## config.mk

```make
export PLATFORM = sky130hd
export DESIGN_NAME = multicycle_ctrl_fsm
export DESIGN_NICKNAME = d
export VERILOG_FILES = /design/src/rtl/scpu_ctrl_pkg.sv /design/src/rtl/ctrl_class_dec.sv /design/src/rtl/multicycle_ctrl_fsm.sv
export SDC_FILE = /design/constraint.sdc
export NUM_CORES = 1
export LEC_CHECK = 0
export ABC_AREA = 1
export CAP_MARGIN = 20
export CORE_UTILIZATION = 44
export DETAILED_ROUTE_END_ITERATION = 12
export GPL_ROUTABILITY_DRIVEN = 1
export PLACE_DENSITY = 0.75
export SKIP_LAST_GASP = 1
export SLEW_MARGIN = 20
export SYNTH_ARGS = -nofsm -noshare
export SYNTH_HDL_FRONTEND = slang
export SYNTH_SLANG_ARGS = --single-unit
```

## constraint.sdc

```tcl
create_clock -name clk -period 1.6 [get_ports clk]
set_clock_uncertainty 0.2 [all_clocks]
set_input_delay 0.32 -clock clk [delete_from_list [all_inputs] [get_ports clk]]
set_output_delay 0.32 -clock clk [all_outputs]
set_load 0.02 [all_outputs]
```

## src/rtl/scpu_ctrl_pkg.sv

```systemverilog
// Shared constants for the SCPU multi-cycle control path: opcode values,
// ALU operation classes, sequencer state encodings and a counter-width helper.
package scpu_ctrl_pkg;

  localparam logic [6:0] OP_R      = 7'b0110011;
  localparam logic [6:0] OP_LUI    = 7'b0110111;
  localparam logic [6:0] OP_AUIPC  = 7'b0010111;
  localparam logic [6:0] OP_LOAD   = 7'b0000011;
  localparam logic [6:0] OP_IMM    = 7'b0010011;
  localparam logic [6:0] OP_STORE  = 7'b0100011;
  localparam logic [6:0] OP_BRANCH = 7'b1100011;

  localparam logic [2:0] ALUOP_ADD   = 3'b000;
  localparam logic [2:0] ALUOP_BR    = 3'b001;
  localparam logic [2:0] ALUOP_R     = 3'b010;
  localparam logic [2:0] ALUOP_IMM   = 3'b011;
  localparam logic [2:0] ALUOP_LUI   = 3'b100;
  localparam logic [2:0] ALUOP_AUIPC = 3'b101;

  localparam logic [2:0] ST_IDLE   = 3'd0;
  localparam logic [2:0] ST_FETCH  = 3'd1;
  localparam logic [2:0] ST_DECODE = 3'd2;
  localparam logic [2:0] ST_EXEC   = 3'd3;
  localparam logic [2:0] ST_MEM    = 3'd4;
  localparam logic [2:0] ST_WB     = 3'd5;
  localparam logic [2:0] ST_ERR    = 3'd6;

  // Wait-counter width able to hold 0..n, never narrower than one bit.
  function automatic int unsigned cnt_width(input int unsigned n);
    int unsigned w;
    w = $clog2(n + 1);
    return (w < 1) ? 1 : w;
  endfunction

endpackage

```

## src/rtl/ctrl_class_dec.sv

```systemverilog
// Opcode class decoder: maps the latched opcode to ALU controls and
// instruction-class flags. Unknown opcodes give aluop 000, alu_src 0, is_valid 0.
module ctrl_class_dec
  import scpu_ctrl_pkg::*;
(
  input  logic [6:0] opc,
  output logic [2:0] aluop,
  output logic       alu_src,
  output logic       is_load,
  output logic       is_store,
  output logic       is_branch,
  output logic       is_valid
);

  // Pure table lookup on the opcode.
  always_comb begin
    aluop     = ALUOP_ADD;
    alu_src   = 1'b0;
    is_load   = 1'b0;
    is_store  = 1'b0;
    is_branch = 1'b0;
    is_valid  = 1'b1;
    case (opc)
      OP_R:      aluop = ALUOP_R;
      OP_LUI:    begin aluop = ALUOP_LUI;   alu_src = 1'b1; end
      OP_AUIPC:  begin aluop = ALUOP_AUIPC; alu_src = 1'b1; end
      OP_LOAD:   begin aluop = ALUOP_ADD;   alu_src = 1'b1; is_load  = 1'b1; end
      OP_IMM:    begin aluop = ALUOP_IMM;   alu_src = 1'b1; end
      OP_STORE:  begin aluop = ALUOP_ADD;   alu_src = 1'b1; is_store = 1'b1; end
      OP_BRANCH: begin aluop = ALUOP_BR;    is_branch = 1'b1; end
      default:   is_valid = 1'b0;
    endcase
  end

endmodule

```

## src/rtl/multicycle_ctrl_fsm.sv

```systemverilog
// Multi-cycle FETCH/DECODE/EXEC/MEM/WB sequencer for the SCPU core with
// ready-based memory handshakes and a per-request wait timeout.
// Build option: define ILLEGAL_OP_TRAP_EN to trap unknown opcodes into ERR
// (sticky illegal_op); otherwise unknown opcodes retire as NOPs.
//
// state  | meaning
// IDLE   | after reset, outputs quiet, moves to FETCH next edge
// FETCH  | imem_req held until imem_ready; ir_write on the accepting cycle
// DECODE | opcode captured into opc_q
// EXEC   | ALU cycle; branches and NOPs retire here
// MEM    | dmem_req held until dmem_ready; stores retire here
// WB     | register writeback and retire
// ERR    | timeout or trapped opcode; left only through rst
module multicycle_ctrl_fsm
  import scpu_ctrl_pkg::*;
#(
  parameter int unsigned MEM_TIMEOUT = 15
) (
  input  logic       clk,
  input  logic       rst,
  input  logic [6:0] opcode,
  output logic       imem_req,
  input  logic       imem_ready,
  output logic       dmem_req,
  output logic       dmem_we,
  input  logic       dmem_ready,
  output logic       ir_write,
  output logic       pc_write,
  output logic       branch,
  output logic [2:0] aluop,
  output logic       alu_src,
  output logic       mem2reg,
  output logic       reg_write,
  output logic       retire,
  output logic       mem_err,
  output logic       illegal_op
);

  localparam int unsigned CNT_W = cnt_width(MEM_TIMEOUT);

  logic [2:0]       state, state_nxt;
  logic [6:0]       opc_q;
  logic [CNT_W-1:0] wait_cnt;
  logic             mem_err_q;
  logic             req_wait, tmo_hit;
  logic [2:0]       dec_aluop;
  logic             dec_alu_src, is_load, is_store, is_branch, is_valid;

  ctrl_class_dec u_dec (
    .opc      (opc_q),
    .aluop    (dec_aluop),
    .alu_src  (dec_alu_src),
    .is_load  (is_load),
    .is_store (is_store),
    .is_branch(is_branch),
    .is_valid (is_valid)
  );

  // A request cycle without ready; the last allowed one is number MEM_TIMEOUT.
  assign req_wait = ((state == ST_FETCH) && !imem_ready) || ((state == ST_MEM) && !dmem_ready);
  assign tmo_hit  = (MEM_TIMEOUT != 0) && (32'(wait_cnt) == MEM_TIMEOUT - 1);

  // Next-state selection.
  always_comb begin
    state_nxt = state;
    case (state)
      ST_IDLE:   state_nxt = ST_FETCH;
      ST_FETCH:  if (imem_ready) state_nxt = ST_DECODE;
                 else if (tmo_hit) state_nxt = ST_ERR;
      ST_DECODE: state_nxt = ST_EXEC;
      ST_EXEC: begin
        if (!is_valid) begin
`ifdef ILLEGAL_OP_TRAP_EN
          state_nxt = ST_ERR;
`else
          state_nxt = ST_FETCH;
`endif
        end
        else if (is_load || is_store) state_nxt = ST_MEM;
        else if (is_branch)           state_nxt = ST_FETCH;
        else                          state_nxt = ST_WB;
      end
      ST_MEM:    if (dmem_ready) state_nxt = is_load ? ST_WB : ST_FETCH;
                 else if (tmo_hit) state_nxt = ST_ERR;
      ST_WB:     state_nxt = ST_FETCH;
      ST_ERR:    state_nxt = ST_ERR;
      default:   state_nxt = ST_IDLE;
    endcase
  end

  // State, opcode latch, wait counter and sticky timeout flag.
  always_ff @(posedge clk or posedge rst) begin
    if (rst) begin
      state     <= ST_IDLE;
      opc_q     <= '0;
      wait_cnt  <= '0;
      mem_err_q <= 1'b0;
    end
    else begin
      state <= state_nxt;
      if (state == ST_DECODE) opc_q <= opcode;
      // Any state change clears the count, which covers entry to FETCH and MEM.
      if (state_nxt != state) wait_cnt <= '0;
      else if (req_wait)      wait_cnt <= wait_cnt + CNT_W'(1);
      // Leaving FETCH or MEM for ERR can only be a timeout.
      if (((state == ST_FETCH) || (state == ST_MEM)) && (state_nxt == ST_ERR))
        mem_err_q <= 1'b1;
    end
  end

  assign mem_err = mem_err_q;

`ifdef ILLEGAL_OP_TRAP_EN
  logic illegal_q;

  // Sticky trap flag, set on the EXEC-to-ERR transition.
  always_ff @(posedge clk or posedge rst) begin
    if (rst)                                              illegal_q <= 1'b0;
    else if ((state == ST_EXEC) && (state_nxt == ST_ERR)) illegal_q <= 1'b1;
  end

  assign illegal_op = illegal_q;
`else
  assign illegal_op = 1'b0;
`endif

  // Control outputs from state and opc_q; handshake qualifiers use the ready inputs.
  always_comb begin
    imem_req  = 1'b0;
    ir_write  = 1'b0;
    dmem_req  = 1'b0;
    dmem_we   = 1'b0;
    pc_write  = 1'b0;
    branch    = 1'b0;
    aluop     = 3'b000;
    alu_src   = 1'b0;
    mem2reg   = 1'b0;
    reg_write = 1'b0;
    retire    = 1'b0;
    case (state)
      ST_FETCH: begin
        imem_req = 1'b1;
        ir_write = imem_ready;
      end
      ST_EXEC: begin
        aluop   = dec_aluop;
        alu_src = dec_alu_src;
        if (is_branch) begin
          branch   = 1'b1;
          pc_write = 1'b1;
          retire   = 1'b1;
        end
`ifndef ILLEGAL_OP_TRAP_EN
        if (!is_valid) begin
          pc_write = 1'b1;
          retire   = 1'b1;
        end
`endif
      end
      ST_MEM: begin
        aluop    = dec_aluop;
        alu_src  = dec_alu_src;
        dmem_req = 1'b1;
        dmem_we  = is_store;
        if (is_store && dmem_ready) begin
          pc_write = 1'b1;
          retire   = 1'b1;
        end
      end
      ST_WB: begin
        aluop     = dec_aluop;
        alu_src   = dec_alu_src;
        reg_write = 1'b1;
        mem2reg   = is_load;
        pc_write  = 1'b1;
        retire    = 1'b1;
      end
      default: ;
    endcase
  end

endmodule

```

==> summary.md, run 1 <==
| Metric | Value |
|---|---|
| Most frequent cells in the layout | `buf_4, buf_6, nand2_1` |
| DR WL/cell | `20.7 um` |
| R2R cell count | `15` |
| Routed vias/inst | `5.82` |
| # IOs | `26` |
| Syn Area/Cell | `7.45 sq um` |
| Core ar. | `2230 sq um` |
| Share of the yosys chip area belonging to registers | `35.8%` |
| Die Y | `roughly 51 um` |
| CP Capture Type | `output pin` |
| Library cells used by synthesis | `27` |
| Worst Path Required | `1.08 ns` |
| Initial core utilization | `roughly 47%` |
| Clk sinks | `15` |
| Routed WL | `5070 um` |
| Seq cells post-synth | `15` |
| Fin crit share | `139%` |
| Async set or reset register ratio after synthesis | `100%` |
| Pin count of the biggest net entering global routing | `16` |
| Vias in the first global route | `1245` |
| Critical path startpoint category | `register` |
| Antenna Diode Count | `0` |
| Mapped Area | `between 1000 and 1500 sq um` |
| Hold crit path type | `in2async` |
| Total die area | `2590 sq um` |
| Syn nets | `154` |
| CTS tree | `built` |
| Crit path kind | `reg2out` |
| Final Hold Viols | `0` |
| Register area | `379 sq um` |
| Htree depth | `1` |
| Pwr/cell area | `1660 nW/um^2` |
| Tmin final | `2.22 ns` |
| Yosys warnings | `0` |
| Root Buffer | `clkbuf_4` |
| Final Net Count | `231` |
| Final HPWL DP | `~2100 um` |
| Initial antenna violation count | `0` |
| Critical Path Fanout Max | `4` |
| Synthesis-to-layout area growth | `95.5%` |
| Area occupied by multi-input gates | `approximately 760 sq um` |
| Tot GR Track Use | `29.1%` |
| Synth Instances | `roughly 140` |
| FMAX | `451 MHz` |
| Pre-antenna DRT Iters | `4` |
| Power, Total | `~0.0034 W` |
| Overflow after GRT | `0` |
| Clock slew at reported path FFs | `about 0.10 ns` |
| Fillcell total | `between 70 and 80` |
| Place WS | `-0.623 ns` |
| Port bufs | `24` |
| Unrepaired setup endpoints after global routing | `yes` |
| TritonCTS buffer count | `3` |
| Total number of vias | `1426` |
| Post-route DRC violation count | `0` |
| Routed Antenna Nets | `0` |
| Status | `complete, but fails checks` |
| Pins Over Slew Limit | `0` |
| Failing checks | `negative setup slack` |
| R2r endpoint | `wait_cnt[3]$_DFFE_PP0P_` |
| Most common cell after layout, fill and taps aside | `buf_4` |
| Setup TNS | `-10.46 ns` |
| Critical Path AT | `1.70 ns` |
| FF-to-FF Start | `state[0]$_DFF_PP0_` |
| Maxcap violations | `0` |
| Peak supply drop | `1330 uV` |
| Leak | `around 1 nW` |
| Num rows | `17` |
| Die width | `50.8 um` |
| Number of DRC markers in iteration 0 | `38` |
| RD Place Congestion | `0.870` |
| Worst-case hold slack | `0.108 ns` |
| Number of flops mapped to enable cells by yosys | `0` |
| Share of cells above drive strength 1 | `63.6%` |
| Worst-skew pair later-pin latency | `0.30 ns` |
| Setup ws final | `-0.619 ns` |
| Hold-fix buffer count after cts | `0` |
| Top FF cell, synth | `dfrtp_1` |
| R2r setup slk | `-0.44 ns` |
| Final setup viols | `27` |
| Clk buf depth | `2` |
| First-pass GRT wire length | `5410 um` |
[sequential cells by signal, indices dropped and copies added (netlist names)]
register and flops:
opc_q 7, wait_cnt 4, state 3, mem_err 1
[cell usage after synthesis (all sizes together) (2+ instances only)]
library cell,count,area (sq um)
a21oi,9,48.8
buf,4,37.5
clkinv,2,7.51
dfrtp,15,375
ha,2,25.0
inv,24,90.1
mux2,2,22.5
nand2,31,136
nand3,11,75.1
nand4,6,50.0
nor2,25,109
xor2,3,26.3
[cells by family (layout without fill, tap and decap cells)]
family	count (synthesis)	count (layout)	share of synthesized area (%)
AOI/OAI and AO/OA	13	13	7.39
muxes	2	2	2.15
adders and majority gates	2	2	2.38
other	1	1	0.357
xor gates and xnor gates	3	3	2.50
buffers and inverters	31	107	13.2
and+or+nand+nor	74	74	36.2
DFF	15	15	35.8
[worst max-delay path by stage]
stage | from | endpoint | slack (ns) | cells after the start
after floorplan | opc_q[3]$_DFFE_PP0P_ | retire | -0.37 | 8
after global placement | opc_q[0]$_DFFE_PP0P_ | retire | -0.55 | 6
after detailed placement | opc_q[0]$_DFFE_PP0P_ | pc_write | -0.62 | 6
after CTS | opc_q[2]$_DFFE_PP0P_ | pc_write | -0.46 | 8
after global routing | opc_q[6]$_DFFE_PP0P_ | pc_write | -0.64 | 7
final | opc_q[6]$_DFFE_PP0P_ | pc_write | -0.62 | 7
[worst max-delay path: stages, from the launching register on]
cell      delay [ns]
dfrtp_2         0.45
inv_2           0.06
nand3_1         0.12
inv_1           0.09
nand2_2         0.10
nand4_1         0.13
o211ai_1        0.27
buf_4           0.20
[timing repair]
item,4_1_cts,5_1_grt
resized for setup,107,52
setup endpoints to repair,25,28
buffers inserted,13,9
gates cloned,0,1
pin swaps,12,12
[per-layer routing]
layer / up-vias / GRT usage [%] / share of wire [%]
met5: - / 0 / 0
met4: 0 / 16.7 / 6.5
met3: 38 / 2.98 / 8.6
met2: 120 / 54.0 / 49
met1: 677 / 31.9 / 36
li1: 591 / - / -
[where the power goes]
| part | leakage (nW) | internal, W | switching [W] |
|---|---|---|---|
| combinational | 0.801 | 0.00120 | 0.00134 |
| clock | 0.0177 | 0.0000934 | 0.000141 |
| sequential | 0.176 | 0.000511 | 0.000135 |
[layout make-up]
type                    count  area share [%]
well taps                  28            1.71
inverters                  26            5.18
multi-input cells          95            37.3
clock buffers               3            1.10
repair buffers             77            36.0
flip-flops and latches     15            18.5
clock inverters             1           0.244
[per-stage QoR]
stage	std cells	area [sq um]	util, %
after detailed placement	226	1600	71.7
after CTS	240	1820	81.3
after global routing	245	2050	91.9
after floorplan	141	1080	-
final	245	2050	91.9
after global placement	226	1600	71.7
(Power assumes the default switching activity.)
==> run 2: changes to the inputs <==
--- a/config.mk
+++ b/config.mk
@@ -8,9 +8,11 @@
 export ABC_AREA = 1
 export CAP_MARGIN = 20
 export CORE_UTILIZATION = 44
+export CTS_CLUSTER_SIZE = 30
 export DETAILED_ROUTE_END_ITERATION = 12
 export GPL_ROUTABILITY_DRIVEN = 1
 export PLACE_DENSITY = 0.75
+export REMOVE_ABC_BUFFERS = 1
 export SKIP_LAST_GASP = 1
 export SLEW_MARGIN = 20
 export SYNTH_ARGS = -nofsm -noshare
==> run 2 against run 1 <==
  * The flow still finishes with violations (negative setup slack)
  * Critical path depth did not move
  * Power fell by 13%
  * Clock power fell by 8%
  * Wire length fell by 23%
  * Final cell count rose by 2.0%
  * Utilization fell by 3.2 points
  * Non-clock buffer count rose by 5
  * Fmax rose by 4.5%
  * Sequential power barely moved
  * Highest routed layer unchanged
==> summary.md, run 2 (synthesized netlist as in run 1, its figures left out) <==
| Metric | Value |
|---|---|
| Status | `complete, but fails checks (unchanged)` |
| Failing checks | `negative setup slack (unchanged)` |
| WP buf/inv | `3 (unchanged)` |
| FMAX | `471 MHz (was 451 MHz)` |
| Clock slew at reported path FFs | `0.09 ns (was 0.10 ns)` |
| Pre-antenna DRT Iters | `4 (unchanged)` |
| Initial antenna violation count | `0 (unchanged)` |
| Sw frac | `45.8% (was 47.3%)` |
| Routed WL | `3920 um (was 5070 um)` |
| Clk sinks | `15 (unchanged)` |
| Htree depth | `1 (unchanged)` |
| CP Capture Type | `output pin (unchanged)` |
| Total die area | `2590 sq um (unchanged)` |
| Tot GR Track Use | `25.7% (was 29.1%)` |
| Pins Over Slew Limit | `0 (unchanged)` |
| RD Place Congestion | `0.800 (was 0.870)` |
| Largest registers | `opc_q: 7 flops, wait_cnt: 4 flops, state: 3 flops (unchanged)` |
| Critical Path Fanout Max | `5 (was 4)` |
| Crit-path slowest cell | `dfrtp_1 (was dfrtp_2)` |
| Switching power of the nets | `0.00136 W (was 0.00162 W)` |
| Crit path kind | `reg2out (unchanged)` |
| Num rows | `17 (unchanged)` |
| Root Buffer | `clkbuf_4 (unchanged)` |
| Fillcell total | `110 (was 79)` |
| Critical path startpoint category | `register (unchanged)` |
| Setup TNS | `-6.95 ns (was -10.46 ns)` |
| Routed vias/inst | `5.19 (was 5.82)` |
| Pin count of the biggest net entering global routing | `16 (unchanged)` |
| Critical path's top delay family | `buffers and inverters (was flip-flops)` |
| Most frequent cells in the layout | `buf_4, buf_6, nand2_1, inv_1, dfrtp_1 (was buf_4, buf_6, nand2_1)` |
| FF-to-FF Start | `state[0]$_DFF_PP0_ (unchanged)` |
| Pwr/cell area | `1500 nW/um^2 (was 1660 nW/um^2)` |
| Leak | `1.00 nW (was 0.995 nW)` |
| Share of cells above drive strength 1 | `60.8% (was 63.6%)` |
| R2R cell count | `12 (was 15)` |
| Combinational group share of total power | `71.0% (was 74.2%)` |
| Setup ws final | `-0.524 ns (was -0.619 ns)` |
| Seq pwr share | `21.8% (was 18.9%)` |
| Post-route DRC violation count | `0 (unchanged)` |
| Worst-case hold slack | `0.144 ns (was 0.108 ns)` |
| Most common cell after layout, fill and taps aside | `buf_4 (unchanged)` |
| Crit path top cell by count | `buf_4` |
| DR WL/cell | `15.7 um (was 20.7 um)` |
| Worst Path Required | `1.08 ns (about the same)` |
| # IOs | `26 (unchanged)` |
| Final HPWL DP | `1970 um (was 2120 um)` |
| Synthesis-to-layout area growth | `88.6% (was 95.5%)` |
| Maxcap violations | `0 (unchanged)` |
| Layout Cells excl Fill | `250 (was 245)` |
| Initial core utilization | `47.0% (unchanged)` |
| TritonCTS buffer count | `3 (unchanged)` |
| DP Cell Count | `225 (was 226)` |
| Register area | `379 sq um (unchanged)` |
| Unrepaired setup endpoints after global routing | `yes (unchanged)` |
| Peak supply drop | `1280 uV (was 1330 uV)` |
| Final Net Count | `236 (was 231)` |
| Tmin final | `2.12 ns (was 2.22 ns)` |
| Fin crit share | `133% (was 139%)` |
| Clk buf depth | `2 (unchanged)` |
| Total number of vias | `1298 (was 1426)` |
| Power, Total | `0.00297 W (was 0.00342 W)` |
| First-pass GRT wire length | `5000 um (was 5410 um)` |
| Worst setup path start | `opc_q[3]$_DFFE_PP0P_ (was opc_q[6]$_DFFE_PP0P_)` |
| CP cell instances | `inv_2 -> nand2_2 -> nor2_4 -> buf_4 -> nand3_1 -> a41oi_1 -> buf_4 (was inv_2 -> nand3_1 -> inv_1 -> nand2_2 -> nand4_1 -> o211ai_1 -> buf_4)` |
| Port bufs | `24 (unchanged)` |
| Worst-skew pair later-pin latency | `0.28 ns (was 0.30 ns)` |
| CP max stage delay | `0.41 ns (was 0.45 ns)` |
| Clock Power Share | `7.3% (was 6.9%)` |
| Biggest register | `opc_q (unchanged)` |
| Routed Antenna Nets | `0 (unchanged)` |
| Number of DRC markers in iteration 0 | `52 (was 38)` |
| Die Y | `50.8 um (unchanged)` |
| Die width | `50.8 um (unchanged)` |
| Max reg flops | `7 (unchanged)` |
| Core ar. | `2230 sq um (unchanged)` |
| Final Hold Viols | `0 (unchanged)` |
| CTS tree | `built (unchanged)` |
| Pint | `0.00161 W (was 0.00180 W)` |
| R2r setup slk | `-0.35 ns (was -0.44 ns)` |
| Overflow after GRT | `0 (unchanged)` |
| Hold-fix buffer count after cts | `0 (unchanged)` |
| Antenna Diode Count | `0 (unchanged)` |
| Hold crit path type | `in2async (unchanged)` |
| Critical Path AT | `1.60 ns (was 1.70 ns)` |
| R2r endpoint | `wait_cnt[0]$_DFFE_PP0P_ (was wait_cnt[3]$_DFFE_PP0P_)` |
| Vias in the first global route | `1230 (was 1245)` |
| Area occupied by multi-input gates | `712 sq um (was 764 sq um)` |
| Final setup viols | `21 (was 27)` |
run 2: cell types whose count changed in the layout (fill, tap and decap cells not counted), sizes merged:
cell           before  now
buf                65   70
clkbuf              4    3
clkdlybuf4s15       0    1
run 2: tightest hold or removal path: stages:
cell	delay [ns]
clkdlybuf4s50_1	0.40
inv_1	0.06
buf_4	0.22
run 2: how the worst max path moves through the flow:
| stage | end | cells past startpoint |
|---|---|---|
| finish | alu_src | 7 |
| global route | aluop[0] | 7 |
| CTS | pc_write | 7 |
| detailed placement | pc_write | 6 |
| global placement | alu_src | 4 |
| floorplan | pc_write | 7 |
run 2: power groups by stage:
stage / Combinational (W) / Sequential, W / Clock (W)
6_report: 0.00211 / 0.000646 / 0.000215
5_1_grt: 0.00223 / 0.000655 / 0.000235
4_1_cts: 0.00166 / 0.000615 / 0.000223
3_5_place_dp: 0.00137 / 0.000615 / 0
3_3_place_gp: 0.00133 / 0.000609 / 0
2_1_floorplan: 0.000715 / 0.000618 / 0
run 2: timing repair:
item / in CTS / in global routing
gates cloned: 0 / 1
gates resized for setup: 102 / 43
endpoints found under the setup margin: 25 / 27
pin swaps: 16 / 17
buffers inserted: 15 / 10
run 2: metrics by stage:
stage	util [%]	instance area [sq um]	setup WS, ns
after floorplan	-	1010	-0.452
after global placement	69.9	1560	-0.563
after detailed placement	69.9	1560	-0.642
after CTS	79.7	1780	-0.450
after global routing	88.6	1980	-0.586
final	88.6	1980	-0.524
run 2: cell type report:
type | count | area share [%]
Tap cell | 28 | 1.77
Clock buffer | 3 | 1.14
Multi-Input combinational cell | 95 | 36.0
Inverter | 26 | 5.44
Sequential cell | 15 | 19.2
Clock inverter | 1 | 0.253
Timing Repair Buffer | 82 | 36.3
run 2: routing by layer:
| layer | vias up | wire (um) | global-route usage [%] |
|---|---|---|---|
| li1 | 602 | - | - |
| met1 | 603 | 1580 | 28.8 |
| met2 | 77 | 1970 | 48.2 |
| met3 | 16 | 233 | 1.79 |
| met4 | 0 | 130 | 13.0 |
| met5 | - | 0 | 0 |
==> run 3: changes to the inputs <==
--- a/config.mk
+++ b/config.mk
@@ -7,11 +7,13 @@
 export LEC_CHECK = 0
 export ABC_AREA = 1
 export CAP_MARGIN = 20
-export CORE_UTILIZATION = 44
+export CORE_MARGIN = 2
+export CORE_UTILIZATION = 55
 export CTS_CLUSTER_SIZE = 30
 export DETAILED_ROUTE_END_ITERATION = 12
+export DONT_BUFFER_PORTS = 1
 export GPL_ROUTABILITY_DRIVEN = 1
-export PLACE_DENSITY = 0.75
+export PLACE_DENSITY = 0.73
 export REMOVE_ABC_BUFFERS = 1
 export SKIP_LAST_GASP = 1
 export SLEW_MARGIN = 20
==> run 3 against run 2 <==
  * The run now fails in 5_1_grt
  * Synthesized cell count unchanged
  * Synthesized area unchanged
==> summary.md, run 3 <==
| Metric | Value |
|---|---|
| Port bufs | `0 (was 24)` |
| Syn Area/Cell | `7.45 sq um (unchanged)` |
| Pin count of the biggest net entering global routing | `16` |
| Synth Instances | `141 (unchanged)` |
| Log Error | `[ERROR DPL-0038] Utilization greater than 100%, impossible to legalize` |
| Num rows | `15 (was 17)` |
| Status | `did not finish (was complete, but fails checks)` |
| Yosys top cell by area | `dfrtp_1 (unchanged)` |
| WEP type | `top-level output` |
| Number of flops mapped to enable cells by yosys | `0 (unchanged)` |
| Library cells used by synthesis | `27 (unchanged)` |
| Async set or reset register ratio after synthesis | `100% (unchanged)` |
| RD Place Congestion | `0.827 (was 0.800)` |
| Commonest cells post-synth | `nand2_1, nor2_1, inv_1 (unchanged)` |
| # IOs | `26 (unchanged)` |
| Share of the yosys chip area belonging to registers | `35.8% (unchanged)` |
| Die width | `47.7 um (was 50.8 um)` |
| Htree depth | `1 (unchanged)` |
| Root Buffer | `clkbuf_4 (unchanged)` |
| Mapped Area | `1050 sq um (unchanged)` |
| Area contributors post-synth | `dfrtp_1, nand2_1, nor2_1, inv_1, a21oi_1 (unchanged)` |
| Most numerous cell in the Yosys netlist | `nand2_1 (unchanged)` |
| Seq cells post-synth | `15 (unchanged)` |
| Top FF cell, synth | `dfrtp_1 (unchanged)` |
| Synth top area share | `35.8% (unchanged)` |
| Die Y | `47.7 um (was 50.8 um)` |
| Initial core utilization | `59.5% (was 47.0%)` |
| Final HPWL DP | `2030 um (was 1970 um)` |
| Yosys warnings | `0 (unchanged)` |
| TritonCTS buffer count | `3 (unchanged)` |
| Clk buf depth | `2 (unchanged)` |
| Fail Step | `5_1_grt` |
| Clk sinks | `15 (unchanged)` |
| GRT worst endpoint | `alu_src` |
-- run 3: cell counts after synthesis --
Identical to the previous run, type by type.
-- run 3: kinds of logic after synthesis --
family	count (synthesis)	synth area share, %
compound gates	13	7.39
xor+xnor	3	2.50
fa+ha+maj	2	2.38
buf+inv	31	13.2
flops	15	35.8
mux	2	2.15
other cells	1	0.357
simple gates	74	36.2
-- run 3: timing repair --
item,4_1_cts
pin swaps,12
hold buffers,5
hold endpoints to repair,19
buffers inserted,14
resized for setup,35
endpoints found under the setup margin,18
-- run 3: per-stage QoR --
| stage | utilization [%] | std cells | worst slack (ns) | TNS, ns | instance area, sq um |
|---|---|---|---|---|---|
| after CTS | 94.1 | 229 | -0.465 | -5.41 | 1660 |
| after floorplan | - | 136 | -0.452 | -2.19 | 1010 |
| after detailed placement | 78.9 | 208 | -0.183 | -1.67 | 1390 |
| after global placement | 78.9 | 208 | -0.124 | -0.947 | 1390 |
==> run 4: changes to the inputs <==
--- a/config.mk
+++ b/config.mk
@@ -7,13 +7,12 @@
 export LEC_CHECK = 0
 export ABC_AREA = 1
 export CAP_MARGIN = 20
-export CORE_MARGIN = 2
-export CORE_UTILIZATION = 55
-export CTS_CLUSTER_SIZE = 30
+export CORE_AREA = 2 2 63 65
 export DETAILED_ROUTE_END_ITERATION = 12
+export DIE_AREA = 0 0 65 67
 export DONT_BUFFER_PORTS = 1
 export GPL_ROUTABILITY_DRIVEN = 1
-export PLACE_DENSITY = 0.73
+export PLACE_DENSITY_LB_ADDON = 0.15
 export REMOVE_ABC_BUFFERS = 1
 export SKIP_LAST_GASP = 1
 export SLEW_MARGIN = 20
==> constraint.sdc (replaced) <==
create_clock -name clk -period 2.1 [get_ports clk]
set_clock_uncertainty 0.2 [all_clocks]
set_input_delay 0.42 -clock clk [delete_from_list [all_inputs] [get_ports clk]]
set_output_delay 0.42 -clock clk [all_outputs]
set_load 0.02 [all_outputs]
==> run 4 against run 3 <==
  * The flow now finishes, with violations (negative setup slack)
==> summary.md, run 4 (synthesized netlist as in run 1, its figures left out) <==
| Metric | Value |
|---|---|
| Critical Path Fanout Max | `5` |
| Final Hold Viols | `0` |
| Gr busiest metal | `met2` |
| Max reg flops | `7` |
| Largest registers | `opc_q: 7 flops, wait_cnt: 4 flops, state: 3 flops` |
| Antenna Diode Count | `0` |
| Critical Path AT | `1.57 ns` |
| CP Capture Type | `output pin` |
| Tmin final | `2.19 ns` |
| Synthesis-to-layout area growth | `25.4%` |
| Failing checks | `negative setup slack` |
| Clk sinks | `15 (unchanged)` |
| Core ar. | `between 3000 and 4000 sq um` |
| Initial antenna violation count | `0` |
| Peak supply drop | `513 uV` |
| Vias in the first global route | `851` |
| Clock slew at reported path FFs | `~0.07 ns` |
| Routed vias/inst | `4.48` |
| Routed WL | `2300 um` |
| Most common cell after layout, fill and taps aside | `nand2_1` |
| Post-route DRC violation count | `0` |
| Pre-antenna DRT Iters | `4` |
| Pin count of the biggest net entering global routing | `16` |
| Total number of vias | `914` |
| Num rows | `22 (was 15)` |
| Final Net Count | `170` |
| # IOs | `26 (unchanged)` |
| Die Y | `67 um (was 47.7 um)` |
| Maxcap violations | `0` |
| Fillcell total | `379` |
| Worst-skew pair later-pin latency | `0.25 ns` |
| Tot GR Track Use | `11.6%` |
| Share of cells above drive strength 1 | `40.4%` |
| First-pass GRT wire length | `3820 um` |
| Pins Over Slew Limit | `0` |
| Routed Antenna Nets | `0` |
| Overflow after GRT | `0` |
| Place WS | `0.156 ns (was -0.183 ns)` |
| Hold crit path type | `in2reg` |
| Number of DRC markers in iteration 0 | `42` |
| Htree depth | `1 (unchanged)` |
| Clk buf depth | `2 (unchanged)` |
| Leak | `0.653 nW` |
| Setup ws final | `-0.0868 ns` |
| Critical path startpoint category | `register` |
| RD Place Congestion | `0.776 (was 0.827)` |
| FMAX | `457 MHz` |
| CTS tree | `built` |
| Die width | `65 um (was 47.7 um)` |
| Dpl cell area | `1140 sq um (was 1390 sq um)` |
| Fin area | `around 1300 sq um` |
| Routing usage on met3 | `slightly below 4%` |
| Root Buffer | `clkbuf_8 (was clkbuf_4)` |
| Total die area | `between 4000 and 5000 sq um` |
| Fin crit share | `104%` |
| Most frequent cells in the layout | `nand2_1, nor2_1, inv_1, buf_4, dfrtp_1` |
| TritonCTS buffer count | `3 (unchanged)` |
| Port bufs | `0 (unchanged)` |
| Biggest register | `opc_q` |
| DR WL/cell | `11.3 um` |
| Slew headroom | `59.4%` |
| Status | `complete, but fails checks (was did not finish)` |
| Final HPWL DP | `1790 um (was 2030 um)` |
| Least-Margin Pin Slew | `0.608 ns` |
| Met1 Use GR | `15.3%` |
| Final setup viols | `3` |
| Met2 Use GR | `17.5%` |
| Crit path kind | `reg2out` |
| Pwr/cell area | `1210 nW/um^2` |
| Unrepaired setup endpoints after global routing | `yes` |
| Worst Path Required | `1.48 ns` |
| Worst-case hold slack | `0.113 ns` |
| Initial core utilization | `29.1% (was 59.5%)` |
## run 4: path summary, 6_finish.rpt
check	endpoint	cells after the start	startpoint	slack (ns)
worst min register to register	opc_q[0]$_DFFE_PP0P_	1	opc_q[0]$_DFFE_PP0P_	0.32
worst max-delay path	alu_src	7	opc_q[3]$_DFFE_PP0P_	-0.09
worst max register to register	wait_cnt[2]$_DFFE_PP0P_	12	wait_cnt[0]$_DFFE_PP0P_	0.35
max in group asynchronous	state[0]$_DFF_PP0_	2	rst	0.79
worst min-delay path	opc_q[1]$_DFFE_PP0P_	1	opcode[1]	0.11
min in group asynchronous	wait_cnt[1]$_DFFE_PP0P_	2	rst	0.48
## run 4: critical path, stage by stage, from the launching register on
cell and delay (ns):
dfrtp_1 0.39, inv_2 0.08, nand2_2 0.06, nor2_4 0.17, nand2_4 0.09, buf_4 0.14, a41oi_1 0.21, buf_4 0.18
## run 4: stage by stage
step                      cells  TNS, ns  util, %  total power (W)
after floorplan             136   -0.103        -          0.00102
after global placement      192        0     31.6          0.00124
after detailed placement    192        0     31.6          0.00124
after CTS                   198   -0.330     33.6          0.00151
after global routing        204   -0.607     36.5          0.00174
final                       204   -0.185     36.5          0.00159
## run 4: power breakdown
part	internal (W)	leakage [nW]	total, W	switching (W)
clock network	0.000133	0.0217	0.000249	0.000116
logic	0.000339	0.456	0.000854	0.000515
registers	0.000392	0.175	0.000491	0.0000995
total	0.000864	0.653	0.00159	0.000730
## run 4: timing repair
action                                  in CTS  in global routing
hold buffers                                 1                  0
gates cloned                                 0                  0
hold endpoints to repair                    15                  0
resized for setup                            2                 24
buffers inserted                             1                  6
endpoints found under the setup margin       5                  9
pin swaps                                    1                  8
## run 4: area by class of cell
type	count	area [sq um]	share of cell area [%]
clock buffer	3	41.3	3.14
tap	48	60.1	4.56
clock inverter	1	7.51	0.570
inverter	26	97.6	7.41
multi-input combinational	95	589	44.8
sequential	15	380	28.9
timing repair buffer	16	140	10.6
## run 4: layer usage
| metal | wire, um | vias to the layer above |
|---|---|---|
| met5 | 0 | - |
| met4 | 22 | 0 |
| met3 | 131 | 2 |
| met2 | 997 | 20 |
| met1 | 1150 | 421 |
| li1 | - | 471 |
